**src/rtl/chan_delay_pkg.sv**
```systemverilog
// Shared defaults, FSM state encoding and parity helper for chan_delay_buf.
package chan_delay_pkg;

  localparam int unsigned NCH_DEF  = 32;
  localparam int unsigned CW_DEF   = 5;
  localparam int unsigned PAR_MAXW = 64;

  typedef enum logic [1:0] {
    SYNC_WAIT = 2'd0,
    FILL      = 2'd1,
    RUN       = 2'd2
  } state_t;

  // Even parity bit: XOR of all data bits (callers zero-extend).
  function automatic logic even_par(input logic [PAR_MAXW-1:0] d);
    return ^d;
  endfunction

endpackage

```
**src/rtl/chan_slot_ctr.sv**
```systemverilog
// Write-slot pointer for chan_delay_buf: wraps at NCH-1, forced to slot 0 on
// frame_sync, flags frame_sync arriving while the pointer is not at slot 0.
module chan_slot_ctr
  import chan_delay_pkg::*;
#(
  parameter int unsigned NCH = NCH_DEF,
  parameter int unsigned CW  = CW_DEF
) (
  input  logic          clk,
  input  logic          rst,
  input  logic          advance,
  input  logic          frame_sync,
  output logic [CW-1:0] k,
  output logic          last_slot,
  output logic          misalign
);

  logic [CW-1:0] wr_ch;

  assign k         = frame_sync ? '0 : wr_ch;
  assign last_slot = (k == CW'(NCH - 1));
  assign misalign  = frame_sync && (wr_ch != '0);

  always_ff @(posedge clk or posedge rst) begin
    if (rst) begin
      wr_ch <= '0;
    end else if (advance) begin
      wr_ch <= last_slot ? '0 : k + CW'(1);
    end
  end

endmodule

```
**src/rtl/chan_delay_buf.sv**
```systemverilog
// Per-channel one-frame delay buffer for the TDM datapath.
// Optional stored-parity checking with par_err: define CHAN_DELAY_PARITY_EN.
module chan_delay_buf
  import chan_delay_pkg::*;
#(
  parameter int unsigned     SIZE   = 16,
  parameter logic [SIZE-1:0] RSTVAL = '0,
  parameter int unsigned     NCH    = NCH_DEF,
  parameter int unsigned     CW     = CW_DEF
) (
  input  logic            clk,
  input  logic            reset,
  input  logic            scan_in0,
  input  logic            scan_in1,
  input  logic            scan_in2,
  input  logic            scan_in3,
  input  logic            scan_in4,
  input  logic            scan_enable,
  input  logic            test_mode,
  output logic            scan_out0,
  output logic            scan_out1,
  output logic            scan_out2,
  output logic            scan_out3,
  output logic            scan_out4,
  input  logic            frame_sync,
  input  logic            in_valid,
  input  logic [SIZE-1:0] X,
  output logic            out_valid,
  output logic [SIZE-1:0] Y,
  output logic [CW-1:0]   ch_out,
  output logic            first_frame,
`ifdef CHAN_DELAY_PARITY_EN
  output logic            par_err,
`endif
  output logic            sync_err
);

`ifdef CHAN_DELAY_PARITY_EN
  localparam int unsigned W = SIZE + 1;
  localparam logic [W-1:0] RST_ENTRY = {even_par(PAR_MAXW'(RSTVAL)), RSTVAL};
`else
  localparam int unsigned W = SIZE;
  localparam logic [W-1:0] RST_ENTRY = RSTVAL;
`endif

  assign scan_out0 = 1'b0;
  assign scan_out1 = 1'b0;
  assign scan_out2 = 1'b0;
  assign scan_out3 = 1'b0;
  assign scan_out4 = 1'b0;

  logic unused_scan;
  assign unused_scan = ^{scan_in0, scan_in1, scan_in2, scan_in3, scan_in4,
                         scan_enable, test_mode};

  state_t        state, next_state;
  logic [W-1:0]  mem [NCH];
  logic [W-1:0]  rd, wr_entry;
  logic [CW-1:0] k;
  logic          last_slot, misalign;
  logic          accept, resync;

  chan_slot_ctr #(
    .NCH (NCH),
    .CW  (CW)
  ) u_slot_ctr (
    .clk        (clk),
    .rst        (reset),
    .advance    (accept),
    .frame_sync (frame_sync),
    .k          (k),
    .last_slot  (last_slot),
    .misalign   (misalign)
  );

  assign rd = mem[k];
`ifdef CHAN_DELAY_PARITY_EN
  assign wr_entry = {even_par(PAR_MAXW'(X)), X};
`else
  assign wr_entry = X;
`endif

  always_ff @(posedge clk or posedge reset) begin
    if (reset) state <= SYNC_WAIT;
    else       state <= next_state;
  end

  always_comb begin
    next_state = state;
    accept     = 1'b0;
    resync     = 1'b0;
    case (state)
      SYNC_WAIT: begin
        accept = in_valid && frame_sync;
        if (accept) next_state = last_slot ? RUN : FILL;
      end
      FILL, RUN: begin
        accept = in_valid;
        resync = in_valid && misalign;
        if (resync)                   next_state = FILL;
        else if (accept && last_slot) next_state = RUN;
      end
      default: next_state = SYNC_WAIT;
    endcase
  end

  // first_frame trails the state by one cycle so the last FILL output still
  // carries it; a resync raises it together with the channel-0 output.
  always_ff @(posedge clk or posedge reset) begin
    if (reset) begin
      for (int unsigned i = 0; i < NCH; i++) mem[i] <= RST_ENTRY;
      Y           <= RSTVAL;
      ch_out      <= '0;
      out_valid   <= 1'b0;
      first_frame <= 1'b1;
      sync_err    <= 1'b0;
`ifdef CHAN_DELAY_PARITY_EN
      par_err     <= 1'b0;
`endif
    end else begin
      out_valid   <= accept;
      sync_err    <= resync;
      first_frame <= resync || (state != RUN);
      if (accept) begin
        mem[k] <= wr_entry;
        Y      <= rd[SIZE-1:0];
        ch_out <= k;
`ifdef CHAN_DELAY_PARITY_EN
        par_err <= (even_par(PAR_MAXW'(rd[SIZE-1:0])) != rd[SIZE]) &&
                   !(state == FILL && first_frame);
`endif
      end
    end
  end

endmodule

```
**config.mk**
```make
export PLATFORM = sky130hd
export DESIGN_NAME = chan_delay_buf
export DESIGN_NICKNAME = d
export VERILOG_FILES = /design/src/rtl/chan_delay_pkg.sv /design/src/rtl/chan_slot_ctr.sv /design/src/rtl/chan_delay_buf.sv
export SDC_FILE = /design/constraint.sdc
export NUM_CORES = 1
export LEC_CHECK = 0
export ABC_AREA = 1
export BUFFER_PORTS_ARGS = -buffer_cell sky130_fd_sc_hd__clkbuf_2
export CELL_PAD_IN_SITES_DETAIL_PLACEMENT = 1
export CELL_PAD_IN_SITES_GLOBAL_PLACEMENT = 2
export CORE_MARGIN = 2
export CORE_UTILIZATION = 40
export DETAILED_ROUTE_END_ITERATION = 8
export GPL_TIMING_DRIVEN = 0
export PLACE_DENSITY_LB_ADDON = 0.1
export SLEW_MARGIN = 20
export SYNTH_ARGS = -nofsm -noshare
export SYNTH_HDL_FRONTEND = slang
export SYNTH_SLANG_ARGS = --single-unit
export TNS_END_PERCENT = 5
```
**constraint.sdc**
```tcl
create_clock -name clk -period 28.6 [get_ports clk]
set_input_delay 5.72 -clock clk [delete_from_list [all_inputs] [get_ports clk]]
set_output_delay 5.72 -clock clk [all_outputs]
set_load 0.005 [all_outputs]
```
==> results.txt <==
Run status = complete, no violations
Crit share post-route = 0.310
H-Tree Depth = 3
Setup Crit Path Kind = in2reg
Leading area contributor after synthesis = dfrtp_1
Num rows = 93
Vias in the first global route = 25.2k
Port-buffer cells = 43
Sequential cell area fraction in the yosys report = 0.519
Unique masters post-synth = 29
Initial antenna violation count = 6
Async SR Flop Fraction = 1.00
Largest cells by area after synthesis = dfrtp_1 (52%), nand2_1 (15%), o21ai_0 (9.0%), nand3_1 (7.0%), inv_1 (6.1%)
Worst path arrival time = 9300 ps
Chip Height = 260 um
DRC viols = 0
TritonCTS clock tree = done
Leakage = 14.1 nW
Final slew viol count = 0
Drt total wl = 120000 um
Clk_lat worst skew = 620 ps
Initial DRC Count = 2344
Req. time, crit path = 29050 ps
First-pass GRT wire length = 174000 um
I/O pin total = 56
Synth Instances = 3486
GPL Wtd Cong = 0.970
PostCTS Resize Cnt = 0
Die Area = 67500 um^2
Worst Path Max Fanout = 11
GRT Total Usage = 0.359
HP Class = reg2reg
Remaining global-route overflow = 0
Most numerous cell in the Yosys netlist = nand2_1
Most common library cells after synthesis = nand2_1 (1045), dfrtp_1 (542), o21ai_0 (472)
Final setup vio count = 0
Worst-Margin Slew = 1200 ps
Switching power share of the total = 0.400
Tmin final = 8850 ps
Area grow syn2layout = 13.6%
Antenna Nets Post-Route = 0
Logic pwr share = 0.335
FILL cells = 8058
Fin worst setup slack = 19750 ps
Total CTS buffers = 67
Clock network fraction of total power = 0.303
CTS max path bufs = 3
Pre-CTS setup slack = 19270 ps
Post-Route Setup TNS = 0 ps
Pwr Density = 93.8 nW/um^2
Element type at the critical path start = input port
Total internal power = 1.67 mW
Setup bufs post-CTS = 0
Synth top area share = 0.518
Number of synthesized flops with an enable pin = 0
Largest net degree at the start of global routing = 100
Total vias in the final route = 24.8k
Hpwl dp = 86700 um
Mapped cell area = 26200 um^2
Final net count = 3643
Ys Warns = 0
Initial Util = 0.405
Synthesis-stage register bit count = 543
Final Power = 2.79 mW
Rel. slew slack = 0.198
Placeable Area = 64600 um^2
Post-CTS Hold Buffers = 0
Mean post-synth cell area = 7.50 um^2
Max frequency = 0.113 GHz
RSZ-0062 raised after global routing = no
DR vias/cell = 5.52
WL per Instance = 26.5 um
CTS root buffer = clkbuf_16
Diode count = 0
Die W = 260 um
Sequential group share of total power = 0.362
Clock transition at the registers of the reported paths = 60 ps
Fin. Hold Viols = 0
Max-cap violations = 0
Clock Skew = 29.9 ps
Reg area = 13600 um^2
CP Capture Type = flop
CTS sink cnt = 543
P_sw = 1.11 mW
Worst IR Drop VDD = 0.0000507 V
Area of the multi-input gates = 9920 um^2
Post-synth top flop = dfrtp_1
TritonRoute pass-1 iters = 5
Layout cells sized above 1 = 0.0726
==> stage by stage <==
step | area (um^2) | hold slack, ps | utilization | std cells
global placement | 27500 | 461 | 0.425 | 4388
CTS | 29700 | 485 | 0.460 | 4503
floorplan | 26200 | 446 | - | 3490
global route | 29700 | 502 | 0.460 | 4503
detailed placement | 27600 | 466 | 0.427 | 4393
finish | 29700 | 479 | 0.460 | 4503
==> worst paths after layout <==
kind	to	startpoint	depth (start not counted)	slack [ps]
hold reg to reg	mem[475]	mem[475]	2	480
max in group asynchronous	first_frame	reset	5	21550
min in group asynchronous	mem[360]	reset	2	5170
hold / removal	mem[475]	mem[475]	2	480
setup reg to reg	mem[439]	u_slot_ctr.wr_ch[1]	10	24720
setup / recovery	mem[439]	frame_sync	12	19750
==> power by group through the flow <==
stage	clock [mW]	sequential (mW)	combinational (mW)
3_3_place_gp	0	1.02	0.884
2_1_floorplan	0	0.998	0.532
3_5_place_dp	0	1.02	0.909
5_1_grt	0.881	1.03	1.02
4_1_cts	0.850	1.01	0.914
6_report	0.845	1.01	0.933
==> layout by cell type (no fill, tap or decap), drive strengths merged <==
cell | Yosys | layout
clkbuf | 163 | 308
nand3 | 364 | 364
conb | 1 | 5
o22ai | 2 | 2
inv | 433 | 434
bufinv | 0 | 1
buf | 83 | 88
dfstp | 1 | 1
nor2 | 238 | 238
or2 | 26 | 26
o2111ai | 1 | 1
ha | 9 | 9
clkinv | 1 | 7
nand2 | 1046 | 1046
o21ai | 507 | 507
a21oi | 37 | 37
dfrtp | 542 | 542
nand3b | 1 | 1
nor3 | 3 | 3
and2 | 1 | 1
nand4 | 14 | 14
o21bai | 1 | 1
o211ai | 12 | 12
==> sequential cells by signal, summed over array words and instances (netlist names) <==
| signal | count |
|---|---|
| sync_err | 1 |
| first_frame | 1 |
| state | 2 |
| ch_out | 5 |
| mem | 512 |
| Y | 16 |
| u_slot_ctr.wr_ch | 5 |
| out_valid | 1 |
==> metal layers <==
layer | vias to the layer above | global-route usage | routed length [um] | part of all wire
met5 | - | 0 | 43 | 0.00036
met4 | 6 | 0.172 | 6220 | 0.052
met3 | 256 | 0.0609 | 7820 | 0.065
met2 | 842 | 0.553 | 53000 | 0.44
met1 | 12634 | 0.491 | 52500 | 0.44
li1 | 11111 | - | - | -
==> cell families after synthesis <==
family	count (synthesis)	synth area share
buffers and inverters	680	0.102
adders and majority gates	9	0.00430
other	1	0.000143
DFF	543	0.519
AOI/OAI and AO/OA	560	0.109
and+or+nand+nor	1693	0.266
==> worst max-delay path, cell delays in order <==
cell	delay (ps)
clkbuf_2	160
inv_2	120
nand2_1	280
buf_2	410
buf_1	900
ha_1	290
nand2_1	80
inv_2	440
nand2_1	230
clkbuf_1	380
nand2_1	160
o21ai_0	90
==> layout make-up <==
class | instances | share of cell area
Sequential cell | 543 | 0.457
Inverter | 434 | 0.0551
Buffer | 246 | 0.0348
Multi-Input combinational cell | 2267 | 0.334
Clock inverter | 8 | 0.00232
Tap cell | 855 | 0.0360
Clock buffer | 102 | 0.0684
Timing Repair Buffer | 48 | 0.0119
Note: power is estimated with default switching activity, not from simulation.
